===== config.mk =====
export PLATFORM = sky130hd
export DESIGN_NAME = bip_control
export DESIGN_NICKNAME = d
export VERILOG_FILES = /design/src/rtl/bip_control.sv
export SDC_FILE = /design/constraint.sdc
export NUM_CORES = 1
export LEC_CHECK = 0
export ABC_AREA = 0
export CAP_MARGIN = 20
export CORE_MARGIN = 1.5
export CORE_UTILIZATION = 48
export CTS_BUF_LIST = sky130_fd_sc_hd__clkbuf_8
export CTS_CLUSTER_DIAMETER = 30
export DETAILED_ROUTE_END_ITERATION = 6
export MAX_ROUTING_LAYER = met4
export PLACE_DENSITY = 0.88
export RECOVER_POWER = 25
export SYNTH_ARGS = -nofsm -noshare
export SYNTH_HDL_FRONTEND = slang
export SYNTH_SLANG_ARGS = --single-unit

===== constraint.sdc =====
create_clock -name i_clk -period 5.17 [get_ports i_clk]
set_clock_uncertainty 0.2 [all_clocks]
set_input_delay 1.034 -clock i_clk [delete_from_list [all_inputs] [get_ports i_clk]]
set_output_delay 1.034 -clock i_clk [all_outputs]
set_load 0.01 [all_outputs]

===== src/rtl/bip_control.sv =====
// Control unit of the BIP1 single-cycle processor.
// Owns the program counter, decodes the instruction returned by program
// memory, drives the datapath selects and memory strobes, and counts the
// RUN cycles executed up to and including HLT.
//
// state | meaning
// ------+---------------------------------------------------------------
// IDLE  | waiting for i_start; PC held at 0, all decode outputs low
// RUN   | one instruction per cycle; PC and cycle counter advance
// HALT  | HLT executed; PC and cycle counter frozen until i_reset
module bip_control #(
   parameter int NB_INSTR   = 16,
   parameter int NB_OPCODE  = 5,
   parameter int NB_OPERAND = 11,
   parameter int NB_CNT     = 16
) (
   input  logic                  i_clk,
   input  logic                  i_reset,
   input  logic                  i_start,
   input  logic [NB_INSTR-1:0]   i_Instruction,
   output logic [NB_OPERAND-1:0] o_Addr_Prog,
   output logic [NB_OPERAND-1:0] o_Addr_Data,
   output logic [1:0]            o_SelA,
   output logic                  o_SelB,
   output logic                  o_WrAcc,
   output logic                  o_Op,
   output logic                  o_WrRam,
   output logic                  o_RdRam,
   output logic                  o_Halt,
   output logic                  o_Busy,
   output logic [NB_CNT-1:0]     o_Cycles
);

   typedef enum logic [1:0] {
      ST_IDLE = 2'd0,
      ST_RUN  = 2'd1,
      ST_HALT = 2'd2
   } state_t;

   localparam logic [NB_OPCODE-1:0] OP_HLT  = NB_OPCODE'(0);
   localparam logic [NB_OPCODE-1:0] OP_STO  = NB_OPCODE'(1);
   localparam logic [NB_OPCODE-1:0] OP_LD   = NB_OPCODE'(2);
   localparam logic [NB_OPCODE-1:0] OP_LDI  = NB_OPCODE'(3);
   localparam logic [NB_OPCODE-1:0] OP_ADD  = NB_OPCODE'(4);
   localparam logic [NB_OPCODE-1:0] OP_ADDI = NB_OPCODE'(5);
   localparam logic [NB_OPCODE-1:0] OP_SUB  = NB_OPCODE'(6);
   localparam logic [NB_OPCODE-1:0] OP_SUBI = NB_OPCODE'(7);

   state_t                r_state;
   state_t                w_state_next;
   logic [NB_OPERAND-1:0] r_pc;
   logic [NB_OPERAND-1:0] w_pc_next;
   logic [NB_CNT-1:0]     r_cycles;
   logic [NB_CNT-1:0]     w_cycles_next;
   logic [NB_CNT-1:0]     w_cycles_inc;
   logic [NB_OPCODE-1:0]  w_opcode;

   assign w_opcode     = i_Instruction[NB_INSTR-1 -: NB_OPCODE];
   assign w_cycles_inc = (&r_cycles) ? r_cycles : r_cycles + NB_CNT'(1);

   // State, PC and cycle counter registers; reset overrides start and halt
   always_ff @(posedge i_clk) begin
      if (i_reset) begin
         r_state  <= ST_IDLE;
         r_pc     <= '0;
         r_cycles <= '0;
      end else begin
         r_state  <= w_state_next;
         r_pc     <= w_pc_next;
         r_cycles <= w_cycles_next;
      end
   end

   // Next-state, PC and counter update; HLT counts its own cycle but keeps PC
   always_comb begin
      w_state_next  = r_state;
      w_pc_next     = r_pc;
      w_cycles_next = r_cycles;
      case (r_state)
         ST_IDLE: begin
            w_pc_next = '0;
            if (i_start) begin
               w_state_next = ST_RUN;
            end
         end
         ST_RUN: begin
            w_cycles_next = w_cycles_inc;
            if (w_opcode == OP_HLT) begin
               w_state_next = ST_HALT;
            end else begin
               w_pc_next = r_pc + NB_OPERAND'(1);
            end
         end
         ST_HALT: begin
            w_state_next = ST_HALT;
         end
         default: begin
            w_state_next = ST_IDLE;
            w_pc_next    = '0;
         end
      endcase
   end

   // Instruction decode; enables only ever assert while running
   always_comb begin
      o_SelA  = 2'd0;
      o_SelB  = 1'b0;
      o_WrAcc = 1'b0;
      o_Op    = 1'b0;
      o_WrRam = 1'b0;
      o_RdRam = 1'b0;
      if (r_state == ST_RUN) begin
         case (w_opcode)
            OP_STO: begin
               o_WrRam = 1'b1;
            end
            OP_LD: begin
               o_RdRam = 1'b1;
               o_SelA  = 2'd0;
               o_WrAcc = 1'b1;
            end
            OP_LDI: begin
               o_SelA  = 2'd1;
               o_WrAcc = 1'b1;
            end
            OP_ADD, OP_SUB: begin
               o_RdRam = 1'b1;
               o_SelB  = 1'b0;
               o_SelA  = 2'd2;
               o_Op    = (w_opcode == OP_SUB);
               o_WrAcc = 1'b1;
            end
            OP_ADDI, OP_SUBI: begin
               o_SelB  = 1'b1;
               o_SelA  = 2'd2;
               o_Op    = (w_opcode == OP_SUBI);
               o_WrAcc = 1'b1;
            end
            default: begin
               o_WrAcc = 1'b0;
            end
         endcase
      end
   end

   assign o_Addr_Prog = r_pc;
   assign o_Addr_Data = i_Instruction[NB_OPERAND-1:0];
   assign o_Halt      = (r_state == ST_HALT);
   assign o_Busy      = (r_state == ST_RUN);
   assign o_Cycles    = r_cycles;

endmodule


-- Word-level counts from Yosys, hierarchy flattened
Index checks and enable logic that the tools add are counted.
- register bits after elaboration: 29
- bits in latches: 0
- memory bits (writable): 0
- ROM bits: 0
- output and inout port bits: 47
- logic and storage cells: 47
- memories: 0
- add/sub/neg operators: 2
- $mul: 0
- divide/modulo/power cells: 0
- $lt $le $gt $ge: 0
- equal/unequal tests: 12
- shift operators: 0
- multiplexer cells: 17
- bitwise logic cells: 2
- reduce and logical (&&, ||, !) cells: 11
- operators with widths (operator ; number):
    $pmux 11 s2 ; 1
    $eq 5x3->1 const B ; 4
    $add 16x1->16 const B ; 1
    $reduce_and 16->1 ; 1
    $add 11x1->11 const B ; 1
    $mux 11 ; 1
    $eq 5x2->1 const B ; 2
    $mux 1 ; 9
    $mux 2 ; 3
    $pmux 2 s3 ; 1
    $reduce_and 2->1 ; 3
    $reduce_or 6->1 ; 1
    $eq 5x1->1 const B ; 1
    $logic_not 5->1 ; 1
    $ne 2x2->1 const B ; 2
    $pmux 2 s2 ; 1
    $reduce_or 2->1 ; 2
    $reduce_or 4->1 ; 1
    $reduce_or 3->1 ; 1
    $eq 2x1->1 const B ; 1
    $eq 2x2->1 const B ; 1
    $logic_not 2->1 ; 1
    $ne 2x1->1 const B ; 1
    $not 1->1 ; 2
    $pmux 1 s2 ; 1

-- Longest topological paths before layout
Gate-level depths: netlist of run 1.
- depth after elaboration: 4
- gate-level depth with buffers: 7
- gate-level depth less buffers: 6

-- Worst setup path after synthesis of run 1
Ideal clock, no wire load.
- kind: input to output
- start point: in i_Instruction[14]
- end point: out o_RdRam
- arrival time: 1.868 ns
- slack: 2.068 ns
- stages: 4
- buffers on the path: 1
- cell sequence: nor3b_1 buf_2 o21a_1 nor2b_1
- longest elaborated chain between the ends: 4
- elaborated cells between the ends (all ways): 6
- those cells by class: 3 x eq/ne; 2 x mux; 1 x reduce/logical
- ends and longest elaborated chain (element ; RTL line ; source):
    start, declared ; 20 ; input logic [NB_INSTR-1:0] i_Instruction,
    $eq 5x3->1 or $eq 5x2->1 (tied branches) ; 113 ; case (w_opcode)
    $reduce_or 3->1 (no line) * ; - ;
    $mux 1 * ; 113 ;
    $mux 1 * ; 112 ; if (r_state == ST_RUN) begin
    end, declared ; 28 ; output logic o_RdRam,
Mark *: on every way between the ends. The rest lies on a longest branch, timed or not.

-- Final worst setup path of run 1
Same ends and word-level chain as after synthesis.

==> impl_results.md, run 1 <==
- Vias in the first global route: between 1,000 and 1,500
- Initial antenna violation count: 0
- Die span in y: 61.3 um
- Most common cell after layout, fill and taps aside: clkdlybuf4s50_1
- Post-DP HPWL: 2.51 mm
- Worst Hold Slack: ~290 ps
- Crit path setup slack, layout: 1190 ps
- Clock network power share: between 30 and 40%
- Max_cap viols: 0
- CP endpoint: o_RdRam
- RSZ-0062 raised after global routing: no
- Outcome: complete, no violations
- Fmax: ~250 MHz
- Switching Power: 0.148 mW
- Setup TNS: 0 ps
- Pre-CTS setup slack: around 1200 ps
- Yosys warns: 0
- Clock Tree Buf Depth: 2
- Final hold violations: 0
- Final setup fails: 0
- Seq pwr share: ~44%
- Peak supply drop: 0.129 mV
- Critical Path Fanout Max: 11
- TritonCTS Buffers: 5
- Main synth FF type: dfxtp_1
- I/O pins: 66
- Final WL: between 3 and 4 mm
- H-tree depth: 2
- DR iter-0 viols: 84
- Synth Register Bits: 29
- LEAKAGE: between 0.7 and 0.8 nW
- First-pass GRT wire length: ~5.6 mm
- CTS Hold Bufs: 0
- Total Power: approximately 0.55 mW
- Nets@finish: ~250
- Drt drc: 0
- CP Class: input pin to output port
- R2R cell count: 6
- Capturing point of the worst reg2reg path: o_Addr_Prog[6]
- Worst rel slew slack: approximately half
- Share of layout cells above drive strength 1: 6.70%
- Worst skew pair latency: ~290 ps
- Core box area: roughly 3100 um2
- CTS Sinks: 29
- Initial Utilization: a little over half
- Final Wtd Congestion: 0.816
- Post-DR wirelength/cell: roughly 13 um
- Net Count, Synth: about 210
- Root buf cell: clkbuf_8
- P_int: about 0.40 mW
- GR Overflow Total: 0
- Pre-antenna DRT Iters: 4
- Rows: 20
- Post-CTS Resized: 0
- Worst min-delay path category: flop to flop
- CP endpoint kind: output port
- IO buf count: 43
- CTS tree: done
- CP Data Required Time: approximately 4000 ps
- ANT cells: 0
- Total GRT Usage: 21.2%
- Worst reg2reg startpoint: r_state[1]
- Post-CTS Setup Bufs: 0
- Number of flops mapped to enable cells by yosys: 0
- Seq/Total Area, Yosys: 35.6%
- Reg2Reg Setup Slack: 2970 ps
- Crit path DAT: between 2000 and 3000 ps
- Actual slew at the worst max-slew pin: between 700 and 800 ps
- Max-slew violation count: 0
- Period utilization: roughly three quarters
- Vias per inst: ~5.5
- Final min period: between 3000 and 4000 ps
- Worst-path clk slew: 60 ps
- Die Wd: around 61 um
- Post-Synthesis Cells: approximately 190
- Logic pwr share: between 10% and 20%
- P&R area growth vs syn: 30.0%
- Pwr dens: approximately 260 nW/um2
- Fraction of registers with async set/reset: 0%
- Vias post-DR: 1,465
- Synth unique cells: 42
- Final Util: between 60% and 70%
- Die area: between 3000 and 4000 um2
- Crit start category: input pin
- Avg Inst Size Synth: 8.71 um2
- Sw Ratio: roughly 27%
- Commonest cells after routing, fill and taps aside: 42 x clkdlybuf4s50_1, 29 x dfxtp_1, 17 x a21oi_1, 14 x nor2_1, 13 x nand2_1
- Final ANT Viol Nets: 0
- Post-Syn Area: roughly 1600 um2
- Crit. Startpoint: i_Instruction[14]
- Largest net degree at the start of global routing: 21
[registers in the layout, summed over array words and instances, names as in the netlist]
| signal | flops |
|---|---|
| o_Cycles | 16 |
| o_Addr_Prog | 11 |
| r_state | 2 |
[per-stage QoR]
step	cell area [um2]	instances
2_1_floorplan	1630	187
3_3_place_gp	2020	260
3_5_place_dp	2020	260
4_1_cts	2120	268
5_1_grt	2120	268
6_report	2120	268
[synth_stat cells (3+ instances only)]
library cell | number | area share (%)
nand2_1 | 13 | 3.0
a211oi_1 | 5 | 2.3
or4_1 | 6 | 2.8
or3_1 | 9 | 3.5
mux2i_1 | 4 | 2.5
nor2_1 | 14 | 3.2
o31ai_1 | 5 | 2.3
and3_1 | 5 | 1.9
dfxtp_1 | 29 | 36
ha_1 | 5 | 3.8
buf_4 | 11 | 5.1
xnor2_1 | 5 | 2.7
a21o_1 | 3 | 1.4
nand4_1 | 4 | 1.5
nand3_1 | 5 | 1.5
a21oi_1 | 17 | 5.2
inv_1 | 9 | 2.1
o21ai_0 | 7 | 2.2
[worst min path at each step]
| stage | to | start | depth (start not counted) | slack (ps) |
|---|---|---|---|---|
| final | o_Addr_Prog[10] | o_Addr_Prog[10] | 2 | 290 |
| after global routing | o_Addr_Prog[9] | o_Addr_Prog[9] | 2 | 350 |
| after CTS | o_Addr_Prog[10] | o_Addr_Prog[10] | 2 | 290 |
| after detailed placement | o_Addr_Prog[10] | o_Addr_Prog[10] | 2 | 280 |
| after global placement | o_Addr_Prog[10] | o_Addr_Prog[10] | 2 | 270 |
| after floorplan | o_Addr_Prog[10] | o_Addr_Prog[10] | 2 | 300 |
[worst max-delay path: stages]
cell and delay, ps:
clkdlybuf4s50_1 430, nor3b_1 240, buf_4 210, o21a_1 140, nor2b_1 140, clkdlybuf4s50_1 550
[logic make-up after synthesis]
logic type      count (synthesis)  share of synthesized area [%]
simple gates                   74                           27.8
compound gates                 44                           17.9
flops                          29                           35.6
buf+inv                        24                           8.60
xor+xnor                        7                           3.76
fa+ha+maj                       5                           3.84
mux                             4                           2.46
[power by group through the flow]
stage                     logic [mW]  clock network (mW)  registers, mW
after floorplan               0.0700                   0          0.246
after global placement        0.0953                   0          0.245
after detailed placement      0.0984                   0          0.245
after CTS                     0.0986               0.214          0.240
after global routing           0.107               0.223          0.241
final                         0.0985               0.207          0.240
[layer usage]
| metal | share of wire, % | vias to the layer above | track usage, % |
|---|---|---|---|
| met1 | 46 | 674 | 26.3 |
| met2 | 47 | 38 | 30.4 |
| met3 | 5.2 | 5 | 4.41 |
| met5 | 0 | - | - |
| met4 | 1.8 | 0 | 14.9 |
| li1 | - | 748 | - |
[layout make-up]
class | instances | area (um2)
Timing Repair Buffer | 44 | 438
Clock inverter | 1 | 5.00
Clock buffer | 7 | 96.3
Sequential cell | 29 | 581
Tap cell | 44 | 55.1
Inverter | 9 | 33.8
Multi-Input combinational cell | 134 | 908
Fill cell | 243 | 1010
Note: power is estimated with default switching activity, not from simulation.
==> run 2: changes to the inputs <==
--- a/config.mk
+++ b/config.mk
@@ -8,12 +8,12 @@
 export ABC_AREA = 0
 export CAP_MARGIN = 20
 export CORE_MARGIN = 1.5
-export CORE_UTILIZATION = 48
+export CORE_UTILIZATION = 44
 export CTS_BUF_LIST = sky130_fd_sc_hd__clkbuf_8
 export CTS_CLUSTER_DIAMETER = 30
 export DETAILED_ROUTE_END_ITERATION = 6
 export MAX_ROUTING_LAYER = met4
-export PLACE_DENSITY = 0.88
+export PLACE_DENSITY = 0.81
 export RECOVER_POWER = 25
 export SYNTH_ARGS = -nofsm -noshare
 export SYNTH_HDL_FRONTEND = slang
==> constraint.sdc (replaced) <==
create_clock -name i_clk -period 4.1 [get_ports i_clk]
set_clock_uncertainty 0.2 [all_clocks]
set_input_delay 0.82 -clock i_clk [delete_from_list [all_inputs] [get_ports i_clk]]
set_output_delay 0.82 -clock i_clk [all_outputs]
set_load 0.01 [all_outputs]
==> run 2 against run 1 <==
Against the previous run:
- routed wire length shrank 3.1%
- sequential cell count is the same
- final area shrank 0.83%
- die area grew 8.6%
- cell count grew 0.75%
- first-iteration DRC count grew 2.4%
- sequential share of layout area grew 0.23 points
- via count shrank 1.8%
- hold slack lost 3.2 ps
- register-to-register slack lost 1400 ps
- clock power grew 34%
- highest routed layer unchanged
==> impl_results.md, run 2 (same netlist as run 1, synthesis figures left out) <==
- Post-DR wirelength/cell: 12.5 um (was 13.0 um)
- First-pass GRT wire length: 5.53 mm (was 5.63 mm)
- Total GRT Usage: 17.5% (was 21.2%)
- Max-slew violation count: 0 (unchanged)
- Vias in the first global route: 1,211 (was 1,272)
- Core box area: 3440 um2 (was 3130 um2)
- Global Route met1 Usage: 22.1% (was 26.3%)
- Die span in y: 63.8 um (was 61.3 um)
- Commonest cells after routing, fill and taps aside: 43 x clkdlybuf4s50_1, 29 x dfxtp_1, 17 x a21oi_1, 14 x nor2_1, 13 x nand2_1 (was 42 x clkdlybuf4s50_1, 29 x dfxtp_1, 17 x a21oi_1, 14 x nor2_1, 13 x nand2_1)
- CTS Sinks: 29 (unchanged)
- Final min period: between 3000 and 4000 ps
- Post-CTS Resized: 0 (unchanged)
- Die Wd: 63.8 um (was 61.3 um)
- CP Data Required Time: 3080 ps (was 3940 ps)
- Flip-flop count of the largest register after layout: 16 (unchanged)
- Pre-antenna DRT Iters: 4 (unchanged)
- TritonCTS Buffers: 5 (unchanged)
- Worst-path clk slew: 60 ps (about the same)
- Period utilization: approximately nine tenths
- Fin area: 2100 um2 (was 2120 um2)
- Root buf cell: clkbuf_8 (unchanged)
- M3 GR Usage: 5.11% (was 4.41%)
- ANT cells: 0 (unchanged)
- Worst rel slew slack: 15.6% (was 50.0%)
- Vias per inst: 5.33 (was 5.47)
- CTS Hold Bufs: 0 (unchanged)
- Final WL: 3.36 mm (was 3.47 mm)
- Actual slew at the worst max-slew pin: 1250 ps (was 748 ps)
- Drt drc: 0 (unchanged)
- Critical Path Fanout Max: 5 (was 11)
- RSZ-0062 raised after global routing: no (unchanged)
- Worst path max stage delay: 570 ps (was 550 ps)
- Vias post-DR: 1,439 (was 1,465)
- Initial Utilization: 47.3% (was 52.1%)
- Die area: 4080 um2 (was 3750 um2)
- Final setup fails: 0 (unchanged)
- Top delay family on crit path: buffers and inverters (unchanged)
- CTS tree: done (unchanged)
- Setup TNS: 0 ps (unchanged)
- Crit path setup slack, layout: 391 ps (was 1190 ps)
- DR iter-0 viols: 86 (was 84)
- CP bufs+invs: 2 (was 3)
- Post-DP HPWL: 2.55 mm (was 2.51 mm)
- Max_cap viols: 0 (unchanged)
- LEAKAGE: 0.736 nW (was 0.747 nW)
- Post-DP Area: 2030 um2 (was 2020 um2)
- Rows: 21 (was 20)
- Worst min-delay path category: flop to flop (unchanged)
- GRT Max-Usage Layer: met2 (unchanged)
- Final hold violations: 0 (unchanged)
- Final Util: 61.0% (was 67.7%)
- Crit-path cells: clkdlybuf4s50_1 > nor3b_1 > nand2_1 > nor3b_1 > clkdlybuf4s50_1 (was clkdlybuf4s50_1 > nor3b_1 > buf_4 > o21a_1 > nor2b_1 > clkdlybuf4s50_1)
- Final Wtd Congestion: 0.855 (was 0.816)
- I/O pins: 66 (unchanged)
- H-tree depth: 2 (unchanged)
- Clock Tree Buf Depth: 2 (unchanged)
- Crit path DAT: 2690 ps (was 2750 ps)
- Outcome: complete, no violations (unchanged)
- GR Overflow Total: 0 (unchanged)
- P&R area growth vs syn: 28.9% (was 30.0%)
- CP endpoint kind: output port (unchanged)
- Final ANT Viol Nets: 0 (unchanged)
- Grt met2 use: 26.2% (was 30.4%)
- CP Class: input pin to output port (unchanged)
- Most common cell after layout, fill and taps aside: clkdlybuf4s50_1 (unchanged)
- Slowest library cell on the worst path: clkdlybuf4s50_1 (unchanged)
- Fmax: about 270 MHz
- Pwr dens: 333 nW/um2 (was 258 nW/um2)
- IO buf count: 43 (unchanged)
- Post-CTS Setup Bufs: 0 (unchanged)
- Nets@finish: 248 (was 247)
- Share of layout cells above drive strength 1: 5.36% (was 6.70%)
- Peak supply drop: 0.202 mV (was 0.129 mV)
- Crit start category: input pin (unchanged)
- Initial antenna violation count: 0 (unchanged)
- Total Power: 0.700 mW (was 0.546 mW)
- Worst skew pair latency: 270 ps (was 290 ps)
- Pre-CTS setup slack: 408 ps (was 1200 ps)
- Largest net degree at the start of global routing: 20 (was 21)
==> run 2: power by group <==
| group | switching, mW | internal (mW) | leakage, nW | total [mW] |
|---|---|---|---|---|
| logic | 0.0630 | 0.0563 | 0.448 | 0.119 |
| registers | 0.0101 | 0.292 | 0.234 | 0.303 |
| clock network | 0.102 | 0.176 | 0.0540 | 0.278 |
| total | 0.175 | 0.525 | 0.736 | 0.700 |
==> run 2: cell type report <==
cell class                      instances  area [um2]
Fill cell                             318        1340
Multi-Input combinational cell        134         878
Sequential cell                        29         581
Timing Repair Buffer                   45         445
Clock buffer                            5        68.8
Tap cell                               46        57.6
Clock inverter                          2        35.0
Inverter                                9        33.8
==> run 2: path summary, 6_finish.rpt <==
| check | start | end | slack, ps | cells past startpoint |
|---|---|---|---|---|
| setup / recovery | i_Instruction[14] | o_SelA[0] | 390 | 5 |
| hold / removal | o_Addr_Prog[10] | o_Addr_Prog[10] | 280 | 2 |
| hold reg to reg | o_Addr_Prog[10] | o_Addr_Prog[10] | 280 | 2 |
| setup reg to reg | o_Cycles[0] | o_Cycles[3] | 1570 | 5 |
==> run 2: worst min-delay path, delay by kind of cell, from the launching register on <==
family | cells | cell delay [ps]
AO/OA/AOI/OAI | 2 | 130
flip-flops | 1 | 320
==> run 2: per-layer routing <==
| layer | part of all wire [%] | routed length, um |
|---|---|---|
| met2 | 47 | 1590 |
| met3 | 3.8 | 129 |
| met4 | 1.5 | 49 |
| met1 | 48 | 1600 |
| met5 | 0 | 0 |
==> run 2: stage by stage <==
step | hold WS [ps] | instances
2_1_floorplan | 300 | 187
3_3_place_gp | 268 | 263
3_5_place_dp | 276 | 263
4_1_cts | 285 | 270
5_1_grt | 304 | 270
6_report | 285 | 270
